## config.mk

```make
export PLATFORM = sky130hd
export DESIGN_NAME = change_dispenser
export DESIGN_NICKNAME = d
export VERILOG_FILES = /design/src/rtl/change_pkg.sv /design/src/rtl/change_dispenser_tube.sv /design/src/rtl/change_dispenser.sv
export SDC_FILE = /design/constraint.sdc
export NUM_CORES = 1
export LEC_CHECK = 0
export BUFFER_PORTS_ARGS = -buffer_cell sky130_fd_sc_hd__buf_2
export CORE_MARGIN = 3
export CORE_UTILIZATION = 45
export DETAILED_ROUTE_END_ITERATION = 6
export PLACE_DENSITY_LB_ADDON = 0.15
export SLEW_MARGIN = 20
export SYNTH_ARGS = -nofsm -noshare
export SYNTH_HDL_FRONTEND = slang
export SYNTH_SLANG_ARGS = --single-unit
export TNS_END_PERCENT = 100
```

## constraint.sdc

```tcl
create_clock -name clk -period 3.4 [get_ports clk]
set_input_delay 0.68 -clock clk [delete_from_list [all_inputs] [get_ports clk]]
set_output_delay 0.68 -clock clk [all_outputs]
set_load 0.03 [all_outputs]
```

## src/rtl/change_pkg.sv

```systemverilog
// Shared types and constants for the change dispenser: FSM state encoding,
// coin values and the default amount width.
package change_pkg;

  localparam int AMT_W   = 8;
  localparam int COIN_5  = 5;
  localparam int COIN_10 = 10;

  typedef enum logic [2:0] {
    ST_IDLE,
    ST_SELECT,
    ST_EJECT,
    ST_GAP,
    ST_FINISH
  } state_t;

endpackage

```

## src/rtl/change_dispenser_tube.sv

```systemverilog
// coin_tube_counter: saturating up/down coin count for one hopper tube,
// with an empty flag. Simultaneous inc and dec leave the count unchanged.
module coin_tube_counter #(
  parameter int TUBE_DEPTH = 31,
  parameter int INIT_COUNT = 16,
  localparam int CNT_W     = $clog2(TUBE_DEPTH + 1)
) (
  input  logic             clk,
  input  logic             rst,
  input  logic             i_inc,
  input  logic             i_dec,
  output logic [CNT_W-1:0] o_count,
  output logic             o_empty
);

  localparam logic [CNT_W-1:0] CNT_MAX  = CNT_W'(TUBE_DEPTH);
  localparam logic [CNT_W-1:0] CNT_INIT = CNT_W'(INIT_COUNT);

  logic [CNT_W-1:0] r_count;

  always_ff @(posedge clk or posedge rst) begin
    if (rst) begin
      r_count <= CNT_INIT;
    end else if (i_inc && !i_dec) begin
      if (r_count != CNT_MAX) r_count <= r_count + 1'b1;
    end else if (i_dec && !i_inc) begin
      if (r_count != '0) r_count <= r_count - 1'b1;
    end
  end

  assign o_count = r_count;
  assign o_empty = (r_count == '0);

endmodule

```

## src/rtl/change_dispenser.sv

```systemverilog
// change_dispenser: pays a change amount as 10- and 5-unit coins through a
// request/ack hopper handshake. Tube inventory is built with CHANGE_INVENTORY_EN.
module change_dispenser #(
  parameter int AMT_W       = 8,
  parameter int GAP_CYCLES  = 4,
  parameter int ACK_TIMEOUT = 255,
  parameter int TUBE_DEPTH  = 31,
  parameter int INIT_COUNT  = 16
) (
  input  logic             clk,
  input  logic             rst,
  input  logic             change_valid,
  input  logic [AMT_W-1:0] change_amt,
  input  logic             eject_ack,
  input  logic             refill_5,
  input  logic             refill_10,
  output logic             ready,
  output logic             eject_5,
  output logic             eject_10,
  output logic             done,
  output logic             short,
  output logic [AMT_W-1:0] remainder,
  output logic             fault
);

  import change_pkg::*;

  localparam int WAIT_W = $clog2(ACK_TIMEOUT + 1);
  localparam int GAP_W  = $clog2(GAP_CYCLES + 1);

  localparam logic [AMT_W-1:0]  C5        = AMT_W'(COIN_5);
  localparam logic [AMT_W-1:0]  C10       = AMT_W'(COIN_10);
  localparam logic [WAIT_W-1:0] WAIT_LAST = WAIT_W'(ACK_TIMEOUT - 1);
  localparam logic [GAP_W-1:0]  GAP_LAST  = GAP_W'(GAP_CYCLES - 1);

  state_t            r_state;
  state_t            w_next;
  logic [AMT_W-1:0]  r_rem;
  logic              r_sel10;
  logic              r_eject_5;
  logic              r_eject_10;
  logic [WAIT_W-1:0] r_wait;
  logic [GAP_W-1:0]  r_gap;
  logic              r_done;
  logic              r_short;
  logic [AMT_W-1:0]  r_remainder;
  logic              r_fault;

  logic w_req;
  logic w_accept;
  logic w_ack;
  logic w_timeout;
  logic w_gap_end;
  logic w_has5;
  logic w_has10;
  logic w_pick10;
  logic w_pick5;

  assign w_req     = r_eject_5 | r_eject_10;
  assign ready     = (r_state == ST_IDLE) && !r_done;
  assign w_accept  = ready && change_valid;
  assign w_ack     = (r_state == ST_EJECT) && w_req && eject_ack;
  assign w_timeout = (r_state == ST_EJECT) && w_req && !eject_ack && (r_wait == WAIT_LAST);
  assign w_gap_end = (r_state == ST_GAP) && (r_gap == GAP_LAST);
  assign w_pick10  = (r_rem >= C10) && w_has10;
  assign w_pick5   = !w_pick10 && (r_rem >= C5) && w_has5;

`ifdef CHANGE_INVENTORY_EN
  localparam int CNT_W = $clog2(TUBE_DEPTH + 1);

  logic [CNT_W-1:0] w_cnt5;
  logic [CNT_W-1:0] w_cnt10;
  logic             w_empty5;
  logic             w_empty10;
  logic             w_unused_cnt;

  coin_tube_counter #(
    .TUBE_DEPTH (TUBE_DEPTH),
    .INIT_COUNT (INIT_COUNT)
  ) u_tube5 (
    .clk     (clk),
    .rst     (rst),
    .i_inc   (refill_5),
    .i_dec   (w_ack && r_eject_5),
    .o_count (w_cnt5),
    .o_empty (w_empty5)
  );

  coin_tube_counter #(
    .TUBE_DEPTH (TUBE_DEPTH),
    .INIT_COUNT (INIT_COUNT)
  ) u_tube10 (
    .clk     (clk),
    .rst     (rst),
    .i_inc   (refill_10),
    .i_dec   (w_ack && r_eject_10),
    .o_count (w_cnt10),
    .o_empty (w_empty10)
  );

  assign w_has5       = !w_empty5;
  assign w_has10      = !w_empty10;
  assign w_unused_cnt = ^{w_cnt5, w_cnt10};
`else
  logic w_unused_refill;

  assign w_has5          = 1'b1;
  assign w_has10         = 1'b1;
  assign w_unused_refill = refill_5 ^ refill_10;
`endif

  always_ff @(posedge clk or posedge rst) begin
    if (rst) r_state <= ST_IDLE;
    else     r_state <= w_next;
  end

  always_comb begin
    w_next = r_state;
    case (r_state)
      ST_IDLE:   if (w_accept) w_next = ST_SELECT;
      ST_SELECT: w_next = (w_pick10 || w_pick5) ? ST_EJECT : ST_FINISH;
      ST_EJECT: begin
        if (w_ack)          w_next = ST_GAP;
        else if (w_timeout) w_next = ST_FINISH;
      end
      ST_GAP:    if (w_gap_end) w_next = ST_SELECT;
      ST_FINISH: w_next = ST_IDLE;
      default:   w_next = ST_IDLE;
    endcase
  end

  // Request is raised on the first EJECT edge and held until ack or timeout.
  always_ff @(posedge clk or posedge rst) begin
    if (rst) begin
      r_sel10     <= 1'b0;
      r_eject_5   <= 1'b0;
      r_eject_10  <= 1'b0;
      r_wait      <= '0;
      r_gap       <= '0;
      r_done      <= 1'b0;
      r_short     <= 1'b0;
      r_remainder <= '0;
      r_fault     <= 1'b0;
    end else begin
      if (r_state == ST_SELECT) r_sel10 <= w_pick10;

      if (r_state == ST_EJECT && !w_req) begin
        r_eject_10 <= r_sel10;
        r_eject_5  <= !r_sel10;
      end else if (w_ack || w_timeout) begin
        r_eject_10 <= 1'b0;
        r_eject_5  <= 1'b0;
      end

      if (r_state == ST_EJECT && w_req) r_wait <= r_wait + 1'b1;
      else                              r_wait <= '0;

      if (r_state == ST_GAP && !w_gap_end) r_gap <= r_gap + 1'b1;
      else                                 r_gap <= '0;

      if (w_timeout) r_fault <= 1'b1;

      r_done <= (r_state == ST_FINISH);
      if (r_state == ST_FINISH) begin
        r_remainder <= r_rem;
        r_short     <= (r_rem != '0);
      end
    end
  end

  // Subtraction only follows a SELECT that proved r_rem covers the coin.
  always_ff @(posedge clk) begin
    if (w_accept)   r_rem <= change_amt;
    else if (w_ack) r_rem <= r_rem - (r_eject_10 ? C10 : C5);
  end

  assign eject_5   = r_eject_5;
  assign eject_10  = r_eject_10;
  assign done      = r_done;
  assign short     = r_short;
  assign remainder = r_remainder;
  assign fault     = r_fault;

endmodule

```

==> results of run 1 <==
final cells by class:
cell class                      count  area share
Sequential cell                    36       0.455
Multi-Input combinational cell    115       0.387
Timing Repair Buffer               26      0.0642
Clock buffer                        7      0.0472
Tap cell                           48      0.0291
Inverter                            8      0.0145
Clock inverter                      1     0.00242
metal layers:
layer  vias up  part of all wire  routed length (um)  track usage
met5         -                 0                   0            0
met4         0             0.011                  39       0.0876
met3         4             0.048                 168       0.0308
met2        29              0.49                1730        0.288
met1       635              0.45                1570        0.226
li1        646                 -                   -            -
path summary, 6_finish.rpt:
path                                 startpoint                  endpoint  slack, ps  cells after the start
max in group asynchronous                   rst        r_gap[0]$_DFF_PP0_       2550                      2
hold / removal               r_gap[0]$_DFF_PP0_        r_gap[0]$_DFF_PP0_        440                      1
min in group asynchronous                   rst  remainder[5]$_DFFE_PP0P_        460                      2
hold reg to reg              r_gap[0]$_DFF_PP0_        r_gap[0]$_DFF_PP0_        440                      1
setup reg to reg           eject_10$_DFFE_PP0P_        r_rem[6]$_DFFE_PP_        950                      8
setup / recovery           eject_10$_DFFE_PP0P_        r_rem[6]$_DFFE_PP_        950                      8
cell families (layout without fill, tap and decap cells):
kind of cell	count (synthesis)	count (layout)
compound gates	33	33
buf+inv	11	42
fa+ha+maj	9	9
simple gates	56	56
mux	8	8
flops	36	36
xor+xnor	9	9
flip-flops by register name (all words and copies together) (netlist names):
register	flops
done	1
eject_10	1
eject_5	1
fault	1
r_gap	3
r_rem	8
r_sel10	1
r_state	3
r_wait	8
remainder	8
short	1
cells in the mapped netlist (3+ instances only):
| library cell | n | area (um^2) |
|---|---|---|
| nor3_1 | 4 | 20.0 |
| xor2_1 | 5 | 43.8 |
| mux2_2 | 8 | 90.1 |
| nand2_1 | 12 | 45.0 |
| o31ai_1 | 5 | 37.5 |
| xnor2_1 | 4 | 35.0 |
| o21ai_0 | 7 | 35.0 |
| nand3_1 | 5 | 25.0 |
| buf_2 | 3 | 15.0 |
| nor2_1 | 17 | 63.8 |
| ha_1 | 8 | 100 |
| o21a_1 | 3 | 22.5 |
| inv_1 | 8 | 30.0 |
| a31oi_1 | 3 | 18.8 |
| dfrtp_1 | 28 | 701 |
| a21oi_1 | 4 | 20.0 |
| edfxtp_1 | 8 | 240 |
where the power goes:
| group | internal, mW | switching, mW |
|---|---|---|
| clock | 0.188 | 0.148 |
| sequential | 0.645 | 0.169 |
| combinational | 0.378 | 0.544 |
| total | 1.21 | 0.861 |
stage by stage:
| step | cell area [um^2] | hold WS (ps) | util |
|---|---|---|---|
| CTS | 2070 | 448 | 0.552 |
| detailed placement | 1960 | 435 | 0.524 |
| global route | 2070 | 462 | 0.552 |
| finish | 2070 | 444 | 0.552 |
| global placement | 1960 | 422 | 0.524 |
| floorplan | 1790 | 410 | - |
==> metrics.txt, run 1 <==
clk_skew=between 4 and 5 ps; clock sink count=36; Layout Cells excl Fill=241; fraction of the mapped netlist area in adder cells=0.0673; most frequent cells in the layout=28 x dfrtp_1, 25 x buf_2, 17 x nor2_1, 12 x nand2_1; Crit path buffers/inverters=2; Synth Area in XOR/XNOR=0.0441; remaining global-route overflow=0; number of nets in the layout=approximately 220; die area=4760 um^2; GRT Total Usage=0.177; CP endpoint kind=register; largest net degree at the start of global routing=29; Syn Area/Cell=11.0 um^2; initial antenna violation count=0; Final Wtd Congestion=0.818; IO Pins=28; vias per cell=between 5 and 6; hold_buf cts=0; Root Driver=clkbuf_8; maxcap violations=0; global-route wire length before repair=6110 um; largest family of logic cells by synthesized area=simple AND/OR/NAND/NOR gates; antenna fix cells=0; Setup WS pre-CTS=between 900 and 1000 ps; Slew HR=0.566; proportion of synthesized area in mux cells=0.0505; min cycle time layout=about 2500 ps; Peak VDD IR=about 0.50 mV; first-pass iteration count of the detailed router=4; Cell Chain, Critical Path=inv_1 > ha_1 > inv_1 > fa_1 > a21o_1 > a2111oi_1 > xnor2_1 > o21ai_1; setup TNS=0 ps; RSZ-0062 raised after global routing=no; Worst path top cell family by delay=compound AO/OA/AOI/OAI gates; Num CTS Buffers=5; Clock H-tree levels=2; leak pwr=roughly 0.9 nW; dpl hpwl=about 2600 um; Die X-Extent=slightly below 70 um; Setup CP Type=register to register; Post-synth EDFFs=8; most frequent cell on the critical path=inv_1; CP Launch Type=register; core area=around 3700 um^2; setup ws final=~950 ps; number of remaining DRC errors=0; placed cells=between 200 and 250; post-synthesis compound-gate area fraction=0.123; P per Cell Area=1000 nW/um^2; Synth Area in Simple Gates=0.163; commonest non-fill, non-tap cell in the layout=dfrtp_1; DR vias=roughly 1.3k; Hold Violations, Final=0; Die Height=roughly 69 um; Initial Utilization=0.477; Final Max Slew Viols=0; clock latency on the worst-skew pair=between 200 and 300 ps; worst hold path type=register to register; Crit Path Max Fanout=9; Data required, critical path=approximately 3400 ps; Mapped Nets=~190; Critical Path Max Stage Delay=480 ps; status=completed; Max Root-Sink Buffers=2; WL/cell=roughly 15 um; final setup fails=0; initial drt markers=92; Fmax=roughly 410 MHz; # Post-CTS Setup Buffers=0; Seq/Total Area, Yosys=0.527; FF/Latch Area=roughly 940 um^2; worst slew pin tran=roughly 650 ps; Yosys warning count=0; cell area after technology mapping=between 1500 and 2000 um^2; Top FF cell, synth=dfrtp_1; number of routed nets with antenna violations=0; Synth Instances=about 160; Post-synth ARST share=0.778; number of library cell types mapped by synthesis=41; area of the multi-input gates=approximately 800 um^2; Critical Path AT=between 2000 and 2500 ps; final worst-path cycle share=0.721; vias in the first global route=1,331; Rows=22; Port Buffer Count=25; Final Power=2.07 mW; layout cells sized above 1=0.233; Post-CTS Resized=0; CTS tree=done; Slowest-stage cell, CP=dfrtp_1; Seq cells post-synth=36; Filler cells=~350; Area Growth Syn to Fin=15.7%; Routed WL=around 3500 um; CTS clock-pin slew for the worst setup and hold paths=roughly 70 ps
Note: power is estimated with default switching activity, not from simulation.
==> run 2, diff against run 1 <==
clock period = 2 ns   (was 3.4 ns; I/O delays follow)
==> metrics.txt, run 2 (synthesized netlist as in run 1, its figures left out) <==
status=completed; Root Driver=clkbuf_8; Filler cells=347 (-2.0%); placed cells=245 (+5.2%); Max Root-Sink Buffers=2 (unchanged); Worst Setup SP=eject_10$_DFFE_PP0P_; final worst-path cycle share=0.988 (+0.267); Hold Violations, Final=0 (unchanged); Crit Path Max Fanout=4 (-5); clock sink count=36 (unchanged); CP Launch Type=register; Critical Path Max Stage Delay=420 ps (-60 ps); commonest non-fill, non-tap cell in the layout=dfrtp_1; antenna fix cells=0 (unchanged); Slew HR=0.595 (+0.0287); Slowest-stage cell, CP=dfrtp_2; initial drt markers=81 (-12%); Peak VDD IR=1.04 mV (+110%); cell count along the critical path=8 (unchanged); Cell Chain, Critical Path=inv_4 > ha_4 > inv_2 > fa_2 > a21o_1 > a2111oi_4 > xnor2_1 > o21ai_1; Port Buffer Count=25 (unchanged); global-route wire length before repair=5850 um (-4.2%); clk_skew=6.64 ps (+1.64 ps); Die Height=69.0 um (unchanged); Clock H-tree levels=2 (unchanged); CP endpoint kind=register; hold_buf cts=0 (unchanged); Worst path top cell family by delay=compound AO/OA/AOI/OAI gates; Routed WL=3490 um (-0.34%); Initial Utilization=0.477 (unchanged); Num CTS Buffers=5 (unchanged); die area=4760 um^2 (unchanged); R2R depth=8 (unchanged); Setup WS pre-CTS=-9.33 ps (-937 ps); remaining global-route overflow=0 (unchanged); GRT Total Usage=0.172 (-0.00480); Data required, critical path=2030 ps (-1400 ps); Final Max Slew Viols=0 (unchanged); WHS=164 ps (-280 ps); Crit path buffers/inverters=2 (unchanged); reg2reg setup slack=20 ps (-920 ps); Critical Path AT=2000 ps (-480 ps); Die X-Extent=69.0 um (unchanged); DR vias=1,362 (+3.7%); CTS clock-pin slew for the worst setup and hold paths=70 ps (about the same); Setup CP Type=register to register; RSZ-0062 raised after global routing=yes; Design Area, Final=2210 um^2 (+7.1%); number of remaining DRC errors=0 (unchanged); Area Growth Syn to Fin=24.0%; Reg2Reg Capture Point=r_rem[6]$_DFFE_PP_; final setup fails=0 (unchanged); worst hold path type=input pin to async pin; worst slew pin tran=604 ps (-42.7 ps); initial antenna violation count=0 (unchanged); largest net degree at the start of global routing=29 (unchanged); core area=3740 um^2 (unchanged); launch point of the worst reg-to-reg path=eject_10$_DFFE_PP0P_; fin util=0.591 (+0.0394); P per Cell Area=1710 nW/um^2 (+71%); clock latency on the worst-skew pair=280 ps (about the same); maxcap violations=0 (unchanged); most frequent cells in the layout=27 x dfrtp_1, 25 x buf_2, 17 x nor2_1, 15 x buf_4, 12 x nand2_1; number of routed nets with antenna violations=0 (unchanged); setup ws final=24.2 ps (-925 ps); Final Wtd Congestion=0.765 (-6.4%); vias in the first global route=1,299 (-2.4%); leak pwr=0.956 nW (+6.5%); IO Pins=28 (unchanged); number of nets in the layout=229 (+6.5%); min cycle time layout=1980 ps (-475 ps); layout cells sized above 1=0.319 (+0.0857); Layout Cells excl Fill=255 (+5.8%); placed cell areas=2100 um^2 (+7.2%); Rows=22 (unchanged); WL/cell=13.7 um (-5.8%); CTS tree=done; dpl hpwl=2670 um (+3.9%); Fmax=506 MHz (+24%); vias per cell=5.34 (-2.0%); first-pass iteration count of the detailed router=4 (unchanged)
-- run 2: cell count changes in the layout (fill, tap and decap cells not counted), sizes merged --
| cell | previous run | this run |
|---|---|---|
| buf | 26 | 40 |
-- run 2: per-layer routing --
layer  track usage  share of wire  vias up
li1              -              -      677
met1         0.198           0.44      655
met2         0.294           0.50       23
met3        0.0551          0.044        7
met4        0.0730          0.018        0
met5             0              0        -
-- run 2: worst max-delay path by stage --
| stage | slack (ps) | to |
|---|---|---|
| global route | -60 | r_rem[6]$_DFFE_PP_ |
| finish | 20 | r_rem[6]$_DFFE_PP_ |
| CTS | 0.9 | r_rem[6]$_DFFE_PP_ |
| global placement | 7 | r_rem[6]$_DFFE_PP_ |
| floorplan | -90 | r_rem[6]$_DFFE_PP_ |
| detailed placement | -9 | r_rem[6]$_DFFE_PP_ |
-- run 2: tightest hold or removal path: stages --
cell,delay (ps)
buf_2,100
inv_1,40
buf_4,320
-- run 2: timing repair --
action                                 in CTS  in global routing
resized for setup                           1                  2
endpoints found under the hold margin       0                  0
setup buffers                               0                  2
setup endpoints to repair                   3                  4
pin swaps                                   2                  3
-- run 2: cell type report --
class | instances | area [um^2] | area share
tap | 48 | 60.1 | 0.0271
multi-input combinational | 115 | 860 | 0.388
clock buffer | 7 | 76.3 | 0.0345
clock inverter | 1 | 5.00 | 0.00226
sequential | 36 | 942 | 0.426
inverter | 8 | 32.5 | 0.0147
timing repair buffer | 40 | 238 | 0.107
-- run 2: stage by stage --
step	TNS (ps)	power, mW
CTS	0	3.82
global placement	0	3.23
floorplan	-94.8	2.67
detailed placement	-18.1	3.27
global route	-76.2	4.12
finish	0	3.79
-- run 2: where the power goes --
| part | internal, mW | leakage, nW | switching (mW) |
|---|---|---|---|
| sequential | 1.10 | 0.427 | 0.261 |
| combinational | 0.903 | 0.487 | 1.05 |
| clock | 0.244 | 0.0422 | 0.238 |
